`config.mk`:
```
export PLATFORM = sky130hd
export DESIGN_NAME = dmem_bridge_flat
export DESIGN_NICKNAME = d
export VERILOG_FILES = /design/src/rtl/dmem_bridge_pkg.sv /design/src/rtl/dmem_bridge_if.sv /design/src/rtl/dmem_bridge_strb_merge.sv /design/src/rtl/dmem_bridge.sv /design/src/flat_wrapper.sv
export SDC_FILE = /design/constraint.sdc
export NUM_CORES = 1
export LEC_CHECK = 0
export CAP_MARGIN = 10
export CORE_ASPECT_RATIO = 0.8
export CORE_MARGIN = 4
export CORE_UTILIZATION = 43
export DETAILED_ROUTE_END_ITERATION = 16
export GPL_ROUTABILITY_DRIVEN = 0
export HOLD_SLACK_MARGIN = 0.1
export PLACE_DENSITY = 0.81
export REMOVE_ABC_BUFFERS = 1
export SETUP_SLACK_MARGIN = 0.05
export SLEW_MARGIN = 10
export SYNTH_ARGS = -nofsm -noshare
export SYNTH_HDL_FRONTEND = slang
export SYNTH_HIERARCHICAL = 1
export SYNTH_SLANG_ARGS = --single-unit
```
`constraint.sdc`:
```
create_clock -name clk -period 2.25 [get_ports clk]
set_clock_uncertainty 0.2 [all_clocks]
set_input_delay 0.45 -clock clk [delete_from_list [all_inputs] [get_ports clk]]
set_output_delay 0.45 -clock clk [all_outputs]
set_load 0.05 [all_outputs]
```
`src/rtl/dmem_bridge_pkg.sv`:
```
// Shared types and defaults for the data-memory bridge.
package dmem_bridge_pkg;

    // Default RAM geometry: log2 word count and byte address of word 0.
    localparam int unsigned DATA_MEM_DEPTH = 10;
    localparam logic [31:0] DATA_MEM_START = 32'h8000_0000;

    // Busy-phase countdown width; LATENCY is limited to 1..15.
    localparam int unsigned CNT_W = 4;

    typedef enum logic [1:0] {
        ST_IDLE = 2'd0,
        ST_BUSY = 2'd1,
        ST_RESP = 2'd2
    } state_t;

    // True when a physical byte offset lies beyond the last RAM word.
    // Compared at 33 bits so DEPTH=30 still yields a valid limit.
    function automatic logic out_of_range(input logic [31:0] paddr,
                                          input int unsigned depth);
        logic [32:0] limit;
        limit = 33'd4 << depth;
        return ({1'b0, paddr} >= limit);
    endfunction

endpackage

```
`src/rtl/dmem_bridge_if.sv`:
```
// Request/response channel between the CPU load/store port and the bridge.
interface dmem_bridge_if #(
    parameter int unsigned DATA_WIDTH = 32
);
    localparam int unsigned STRB_W = DATA_WIDTH / 8;

    logic                  req_valid;
    logic                  req_ready;
    logic                  req_we;
    logic [STRB_W-1:0]     req_wstrb;
    logic [31:0]           req_addr;
    logic [DATA_WIDTH-1:0] req_wdata;

    logic                  resp_valid;
    logic                  resp_ready;
    logic [DATA_WIDTH-1:0] resp_rdata;
    logic                  resp_err;

    // CPU side: issues requests, consumes responses.
    modport master (
        output req_valid, req_we, req_wstrb, req_addr, req_wdata, resp_ready,
        input  req_ready, resp_valid, resp_rdata, resp_err
    );

    // Bridge side.
    modport slave (
        input  req_valid, req_we, req_wstrb, req_addr, req_wdata, resp_ready,
        output req_ready, resp_valid, resp_rdata, resp_err
    );

endinterface

```
`src/rtl/dmem_bridge_strb_merge.sv`:
```
// Byte-lane merge: lanes with a set strobe take the new byte, others keep the old one.
module strb_merge #(
    parameter int unsigned DATA_WIDTH = 32
) (
    input  logic [DATA_WIDTH-1:0]   old_word,
    input  logic [DATA_WIDTH-1:0]   new_word,
    input  logic [DATA_WIDTH/8-1:0] strb,
    output logic [DATA_WIDTH-1:0]   merged
);

    // Per-lane select between old and new byte.
    always_comb begin
        merged = old_word;
        for (int unsigned i = 0; i < DATA_WIDTH / 8; i++) begin
            if (strb[i]) begin
                merged[i*8 +: 8] = new_word[i*8 +: 8];
            end
        end
    end

endmodule

```
`src/rtl/dmem_bridge.sv`:
```
// Data-memory front end: valid/ready request channel, fixed-latency access to an
// async-read RAM, read-modify-write byte stores, error reporting and the
// one-cycle dmem-write commit record.
module dmem_bridge
    import dmem_bridge_pkg::*;
#(
    parameter int unsigned DATA_WIDTH = 32,
    parameter int unsigned DEPTH      = DATA_MEM_DEPTH,
    parameter logic [31:0] BASE_ADDR  = DATA_MEM_START,
    parameter int unsigned LATENCY    = 2
) (
    input  logic                  clk,
    input  logic                  rst,
    dmem_bridge_if.slave          bus,
    output logic [DEPTH-1:0]      ram_a,
    output logic [DATA_WIDTH-1:0] ram_d,
    output logic                  ram_we,
    input  logic [DATA_WIDTH-1:0] ram_spo,
    output logic                  cmt_we,
    output logic [31:0]           cmt_wa,
    output logic [DATA_WIDTH-1:0] cmt_wd
);

    localparam int unsigned STRB_W = DATA_WIDTH / 8;
    localparam logic [CNT_W-1:0] CNT_LOAD = CNT_W'(LATENCY - 1);

    if (LATENCY < 1 || LATENCY > 15) begin : g_bad_latency
        $error("dmem_bridge: LATENCY must be in 1..15");
    end
    if (DATA_WIDTH % 8 != 0) begin : g_bad_width
        $error("dmem_bridge: DATA_WIDTH must be a multiple of 8");
    end

    state_t                state;
    state_t                state_nxt;
    logic [CNT_W-1:0]      cnt;
    logic [CNT_W-1:0]      cnt_nxt;

    // Request register, loaded on accept and held through the access.
    logic                  rq_we;
    logic [STRB_W-1:0]     rq_wstrb;
    logic [31:0]           rq_addr;
    logic [DATA_WIDTH-1:0] rq_wdata;

    // Response register, loaded in the access cycle.
    logic [DATA_WIDTH-1:0] rsp_rdata;
    logic                  rsp_err;

    logic                  accept;
    logic                  access;
    logic [31:0]           paddr;
    logic                  addr_err;
    logic                  do_write;
    logic [DATA_WIDTH-1:0] merged;

    strb_merge #(
        .DATA_WIDTH (DATA_WIDTH)
    ) u_merge (
        .old_word (ram_spo),
        .new_word (rq_wdata),
        .strb     (rq_wstrb),
        .merged   (merged)
    );

    // Decode of the latched request and handshake qualifiers.
    always_comb begin
        accept   = bus.req_valid && (state == ST_IDLE);
        access   = (state == ST_BUSY) && (cnt == '0);
        paddr    = rq_addr - BASE_ADDR;
        addr_err = (rq_addr[1:0] != 2'b00) || out_of_range(paddr, DEPTH);
        do_write = access && rq_we && !addr_err && (rq_wstrb != '0);
    end

    // State and busy-countdown register.
    always_ff @(posedge clk) begin
        if (!rst) begin
            state <= ST_IDLE;
            cnt   <= '0;
        end else begin
            state <= state_nxt;
            cnt   <= cnt_nxt;
        end
    end

    // Next-state and countdown logic.
    always_comb begin
        state_nxt = state;
        cnt_nxt   = cnt;
        unique case (state)
            ST_IDLE: begin
                if (accept) begin
                    state_nxt = ST_BUSY;
                    cnt_nxt   = CNT_LOAD;
                end
            end
            ST_BUSY: begin
                if (cnt == '0) begin
                    state_nxt = ST_RESP;
                end else begin
                    cnt_nxt = cnt - CNT_W'(1);
                end
            end
            ST_RESP: begin
                if (bus.resp_ready) begin
                    state_nxt = ST_IDLE;
                end
            end
            default: begin
                state_nxt = ST_IDLE;
                cnt_nxt   = '0;
            end
        endcase
    end

    // Request capture on accept; response capture in the access cycle.
    always_ff @(posedge clk) begin
        if (!rst) begin
            rq_we     <= 1'b0;
            rq_wstrb  <= '0;
            rq_addr   <= '0;
            rq_wdata  <= '0;
            rsp_rdata <= '0;
            rsp_err   <= 1'b0;
        end else begin
            if (accept) begin
                rq_we    <= bus.req_we;
                rq_wstrb <= bus.req_wstrb;
                rq_addr  <= bus.req_addr;
                rq_wdata <= bus.req_wdata;
            end
            if (access) begin
                rsp_rdata <= addr_err ? '0 : ram_spo;
                rsp_err   <= addr_err;
            end
        end
    end

    // Channel, RAM and commit outputs; writes are gated by rst so a reset
    // cycle never lands data even if it coincides with the access cycle.
    always_comb begin
        bus.req_ready  = (state == ST_IDLE);
        bus.resp_valid = (state == ST_RESP);
        bus.resp_rdata = rsp_rdata;
        bus.resp_err   = rsp_err;

        ram_a  = '0;
        ram_d  = '0;
        ram_we = 1'b0;
        cmt_we = 1'b0;
        cmt_wa = '0;
        cmt_wd = '0;

        if (access) begin
            ram_a = paddr[DEPTH+1:2];
            if (rq_we) begin
                ram_d = merged;
            end
        end
        if (do_write && rst) begin
            ram_we = 1'b1;
            cmt_we = 1'b1;
            cmt_wa = rq_addr;
            cmt_wd = merged;
        end
    end

endmodule

```
`src/flat_wrapper.sv`:
```
// flat-port wrapper written by rule: the top's interface ports become plain ports
module dmem_bridge_flat import dmem_bridge_pkg::*;
#(
    parameter int unsigned DATA_WIDTH = 32,
    parameter int unsigned DEPTH      = DATA_MEM_DEPTH,
    parameter logic [31:0] BASE_ADDR  = DATA_MEM_START,
    parameter int unsigned LATENCY    = 2
)
  (clk, rst, ram_a, ram_d, ram_we, ram_spo, cmt_we, cmt_wa, cmt_wd, bus_req_valid, bus_req_we, bus_req_wstrb, bus_req_addr, bus_req_wdata, bus_resp_ready, bus_req_ready, bus_resp_valid, bus_resp_rdata, bus_resp_err);
  dmem_bridge_if #(.DATA_WIDTH(DATA_WIDTH)) bus_i ();
  input  logic clk;
  input  logic rst;
  output logic [DEPTH-1:0] ram_a;
  output logic [DATA_WIDTH-1:0] ram_d;
  output logic ram_we;
  input  logic [DATA_WIDTH-1:0] ram_spo;
  output logic cmt_we;
  output logic [31:0] cmt_wa;
  output logic [DATA_WIDTH-1:0] cmt_wd;
  input wire logic [$bits(bus_i.req_valid)-1:0] bus_req_valid;
  input wire logic [$bits(bus_i.req_we)-1:0] bus_req_we;
  input wire logic [$bits(bus_i.req_wstrb)-1:0] bus_req_wstrb;
  input wire logic [$bits(bus_i.req_addr)-1:0] bus_req_addr;
  input wire logic [$bits(bus_i.req_wdata)-1:0] bus_req_wdata;
  input wire logic [$bits(bus_i.resp_ready)-1:0] bus_resp_ready;
  output wire logic [$bits(bus_i.req_ready)-1:0] bus_req_ready;
  output wire logic [$bits(bus_i.resp_valid)-1:0] bus_resp_valid;
  output wire logic [$bits(bus_i.resp_rdata)-1:0] bus_resp_rdata;
  output wire logic [$bits(bus_i.resp_err)-1:0] bus_resp_err;
  assign bus_i.req_valid = bus_req_valid;
  assign bus_i.req_we = bus_req_we;
  assign bus_i.req_wstrb = bus_req_wstrb;
  assign bus_i.req_addr = bus_req_addr;
  assign bus_i.req_wdata = bus_req_wdata;
  assign bus_i.resp_ready = bus_resp_ready;
  assign bus_req_ready = bus_i.req_ready;
  assign bus_resp_valid = bus_i.resp_valid;
  assign bus_resp_rdata = bus_i.resp_rdata;
  assign bus_resp_err = bus_i.resp_err;
  dmem_bridge #(.DATA_WIDTH(DATA_WIDTH), .DEPTH(DEPTH), .BASE_ADDR(BASE_ADDR), .LATENCY(LATENCY)) u_core (.clk(clk), .rst(rst), .bus(bus_i), .ram_a(ram_a), .ram_d(ram_d), .ram_we(ram_we), .ram_spo(ram_spo), .cmt_we(cmt_we), .cmt_wa(cmt_wa), .cmt_wd(cmt_wd));
endmodule
```
Word-level counts from Yosys, hierarchy flattened
Index checks and enable logic that the tools add are counted.
- add/sub/neg operators: 2
- $lt $le $gt $ge: 1
- eq/ne operators: 6
- multiplexer cells: 18
- bitwise operators: 1
- reductions and logical operators: 14
- operators by type and width (kind ; number):
    32-bit two-way mux ; 5
    32-bit by 13-bit greater-or-equal comparator with 1-bit output (second input constant) ; 1
    8-bit two-way mux ; 4
    32-bit subtractor (second input constant) ; 1
    4-bit one-hot mux with 3 select lines ; 1
    10-bit two-way mux ; 1
    4-bit two-way mux ; 2
    1-bit logical AND ; 6
    2-bit two-way mux ; 3
    2-bit != test (second input constant) ; 3
    2-bit one-hot mux with 3 select lines ; 1
    3-bit AND reduction ; 2
    4-bit zero test ; 1
    4-bit nonzero test ; 1
    4-bit by 1-bit subtractor with 4-bit output (second input constant) ; 1
    2-bit by 1-bit == test with 1-bit output (second input constant) ; 1
    2-bit == test (second input constant) ; 1
    2-bit zero test ; 1
    2-bit by 1-bit != test with 1-bit output (second input constant) ; 1
    2-bit nonzero test ; 1
    1-bit zero test ; 1
    1-bit logical OR ; 1
    1-bit two-way mux ; 1
    1-bit NOT ; 1
- register bits after elaboration: 108
- bits of input ports: 105
- output and inout bits: 143
- word-level logic and storage cells: 50

Depth between registers and ports, before layout
- depth in word-level cells: 8
- mapped depth: 8
- gate-level depth less buffers: 5

Hierarchy
The synthesis kept the hierarchy.
- modules (own cells, without submodules) (module ; times used ; cells an instance ; area each (um^2) ; sequential area each (um^2)):
    dmem_bridge ; 1 ; 680 ; 5230.0 ; 2162.1
    strb_merge ; 1 ; 36 ; 525.5 ; 0.0

Least setup slack after synthesis
Ideal clock, no wire load.
- path kind: reg-to-output
- from: register u_core.cnt[0]
- to: output port ram_we
- arrival: 2737 ps
- required time: 1600 ps
- slack: -1137 ps
- stages on the path, launching flop included: 9
- path buffers: 3
- cells stage by stage: dfxtp_1 inv_1 ha_1 and3b_1 buf_2 nand4_1 buf_2 nor3_1 buf_4
- cells in the longest elaborated chain, start to end: 7
- ends and longest elaborated chain (what ; RTL line ; RTL):
    from (decl) ; dmem_bridge.sv:36 ; logic [CNT_W-1:0] cnt;
    from (signal assigned) ; dmem_bridge.sv:81 ; cnt <= cnt_nxt;
    4-bit zero test ; dmem_bridge.sv:68 ; access = (state == ST_BUSY) && (cnt == '0);
    1-bit logical AND ; dmem_bridge.sv:68 ;
    1-bit logical AND (3 in a row) ; dmem_bridge.sv:71 ; do_write = access && rq_we && !addr_err && (rq_wstrb != '0);
    1-bit logical AND ; dmem_bridge.sv:159 ; if (do_write && rst) begin
    1-bit two-way mux ; n/a ;
    to (decl) ; flat_wrapper.sv:15 ; output logic ram_we;
Every way passes these cells.

Worst setup path in the final report
- from: register u_core.cnt[0]
- to: output port cmt_wd[14]
- cells in the longest elaborated chain, start to end: 7
- ends and longest elaborated chain (what ; RTL line ; RTL):
    4-bit zero test ; dmem_bridge.sv:68 ;
    1-bit logical AND ; dmem_bridge.sv:68 ;
    1-bit logical AND (3 in a row) ; dmem_bridge.sv:71 ;
    1-bit logical AND ; dmem_bridge.sv:159 ;
    32-bit two-way mux ; dmem_bridge.sv:159 ;
    to (decl) ; flat_wrapper.sv:19 ; output logic [DATA_WIDTH-1:0] cmt_wd;
Every way passes these cells.

==> flow_metrics.tcl <==
set metrics [dict create \
    path_class "reg -> out" \
    ios 248 \
    synth-simple-area-share 0.290 \
    fillCellCount 763 \
    power.leakage_nw 4.56 \
    slowest_stage "nor4_1" \
    p_per_area_mw_per_mm2 576 \
    grt_pass1_vias 6242 \
    fin_crit_sh 1.28 \
    die_area_mm2 0.0153 \
    critPathMaxFanout 25 \
    finalSetupViolations 87 \
    final_common_cell "nand2_1" \
    syn_area_per_cell_um2 8.04 \
    crit_chain "inv_2, ha_4, and3b_2, nand4_1, buf_8, nor4_1, buf_4, buf_12" \
    clk_latency_ns 0.35 \
    io_buffers 226 \
    dpl.cell_count 1135 \
    worst-path-buf-inv 4 \
    setup_ws_ns -0.630 \
    synth_edf_count 0 \
    detail-route-antenna-nets 0 \
    fmax_ghz 0.347 \
    hold_viol 0 \
    dr.pass1.iters 5 \
    synth.area.mux_share 0.0872 \
    antenna_found_initial 0 \
    min_period_ns 2.88 \
    clock_path_buffers 2 \
    n_antenna_cell 0 \
    clk_pin_slew_worst_paths_ns 0.07 \
    crit_required_ns 1.60 \
    rrSetupSlack_ns 0.20 \
    hold_class "reg -> reg" \
    fin_util 0.805 \
    synthCells 716 \
    cts_root_buf "clkbuf_16" \
    startpoint_type "flop" \
    synth_flop_cell "dfxtp_1" \
    synthesis.area_mm2 0.00576 \
    yosysUniqueCellTypes 44 \
    rows 37 \
    violations "negative setup slack" \
    worst_setup_path_end_kind "output port" \
    rsz0062_at_grt "true" \
    drt_wl_total_um 23200 \
    arrival_ns 2.23 \
    synth_compound_gate_area_share 0.123 \
    crit_family "simple AND/OR/NAND/NOR gates" \
    grt_max_degree 49 \
    dieWidth_um 137 \
    yosysSeqAreaShare 0.376 \
    final_cell_count_no_fill 1161 \
    syn_to_final_growth_pct 81.3 \
    track_usage 0.276 \
    dpl.hpwl_um 15000 \
    r2r_cells 9 \
    status "complete, but fails checks" \
    avgRoutedWirePerCell_um 20.0 \
    vias_per_cell 5.58 \
    slowest_delay_ns 0.35 \
    ys_seq_elements 108 \
    drt_first_iter_violations 438 \
    start_util 0.444 \
    cts_tree "yes" \
    pre_cts_slack_ns -0.322 \
    yosysWarnings 6 \
    synth_adder_area_share 0.00217 \
    path_depth 8 \
    core_mm2 0.0130 \
    hold_buffers 0 \
    max_slew.worst_pin.slew_ns 0.560 \
    cts_made_buffers 9 \
    max-cap-violations 0 \
    grt_overflow 0 \
    cts_sinks 108 \
    synth_top_family_by_area "simple AND/OR/NAND/NOR gates" \
    async_flop_share 0 \
    die_h_um 111 \
    max_slew_margin 0.626 \
    synth_xor_area_frac 0 \
    drc 0 \
    layout-drive-gt1-share 0.330 \
    grt_pass1_wl_um 33900 \
    most-common-layout-cells "nand2_1 (143), clkdlybuf4s50_1 (113), dfxtp_1 (103), buf_12 (99), buf_4 (81)" \
    maxSlewViolCount 0 \
    vias 6484 \
    ir_worst_vdd_mv 0.594 \
    min_path_cells 2 \
    finish.net_count 1087 \
    cts_max_level 3 \
]
-- synthesized netlist by cell type (2+ instances only) --
library cell    n  share of area
nand2_1       144          0.094
dfxtp_1       108           0.38
a21oi_1        73          0.063
and3_1         64          0.070
clkbuf_1       50          0.033
inv_1          45          0.029
nor4_1         44          0.048
nand4_1        34          0.037
mux2_4         32          0.083
o2bb2ai_1      32          0.049
buf_4          22          0.029
nor2_1         13         0.0085
buf_2          11         0.0096
buf_6          10          0.020
nand3_1         2         0.0017
nor2b_1         2         0.0022
nor3_1          2         0.0017
o21ai_0         2         0.0017
-- power breakdown --
part	switching (W)	internal [W]	total [W]
Clock	0.000803	0.000781	0.00158
Combinational	0.00134	0.000950	0.00229
Sequential	0.0000862	0.00205	0.00214
Total	0.00223	0.00378	0.00601
-- registers in the layout (all words and copies together), names as in the netlist --
| register | flops |
|---|---|
| u_core/rq_addr | 32 |
| u_core/rq_wdata | 32 |
| u_core/bus.resp_err | 1 |
| u_core/cnt | 4 |
| u_core/rq_we | 1 |
| u_core/rq_wstrb | 4 |
| u_core/bus.resp_rdata | 32 |
| u_core/state | 2 |
-- per-layer routing --
| metal | global-route usage | share of wire |
|---|---|---|
| met2 | 0.471 | 0.48 |
| met5 | 0 | 0 |
| met4 | 0.0938 | 0.037 |
| met1 | 0.341 | 0.40 |
| met3 | 0.0637 | 0.076 |
-- layout make-up --
| cell class | instances | area (um^2) | share of cell area |
|---|---|---|---|
| well taps | 175 | 219 | 0.0210 |
| multi-input cells | 488 | 3390 | 0.325 |
| flip-flops and latches | 108 | 2170 | 0.208 |
| clock buffers | 9 | 225 | 0.0216 |
| inverters | 46 | 173 | 0.0165 |
| repair buffers | 328 | 4190 | 0.402 |
| clock inverters | 7 | 63.8 | 0.00611 |
-- final timing paths --
| check | start | endpoint |
|---|---|---|
| setup / recovery | u_core/cnt[0] | cmt_wd[14] |
| hold / removal | u_core/rq_wdata[17] | u_core/rq_wdata[17] |
| setup reg to reg | u_core/cnt[0] | u_core/bus.resp_rdata[10] |
| hold reg to reg | u_core/rq_wdata[17] | u_core/rq_wdata[17] |
-- cell families (layout without fill, tap and decap cells) --
| group | after synthesis | count (layout) |
|---|---|---|
| buf+inv | 140 | 390 |
| simple gates | 319 | 319 |
| other cells | 1 | 21 |
| compound gates | 113 | 113 |
| mux | 34 | 34 |
| flops | 108 | 108 |
| fa+ha+maj | 1 | 1 |
-- stage by stage --
stage	hold WS [ns]	TNS, ns	instance area (um^2)	total power, W
after floorplan	0.232	-243.80	5310	0.00317
after global placement	0.242	-7.85	9470	0.00403
after detailed placement	0.246	-9.46	9470	0.00408
after CTS	0.256	-23.62	10100	0.00581
after global routing	0.275	-34.22	10400	0.00623
final	0.257	-28.66	10400	0.00601
-- worst min-delay path, cell delays in order, from the launching register on --
cell and delay, ns:
dfxtp_1 0.31, nand2_1 0.05, a21oi_1 0.05
-- timing repair --
action,in CTS,in global routing
buffers inserted,2,4
gates cloned,1,3
pin swaps,2,18
gates resized for setup,66,67
endpoints found under the setup margin,87,114
Note: power is estimated with default switching activity, not from simulation.
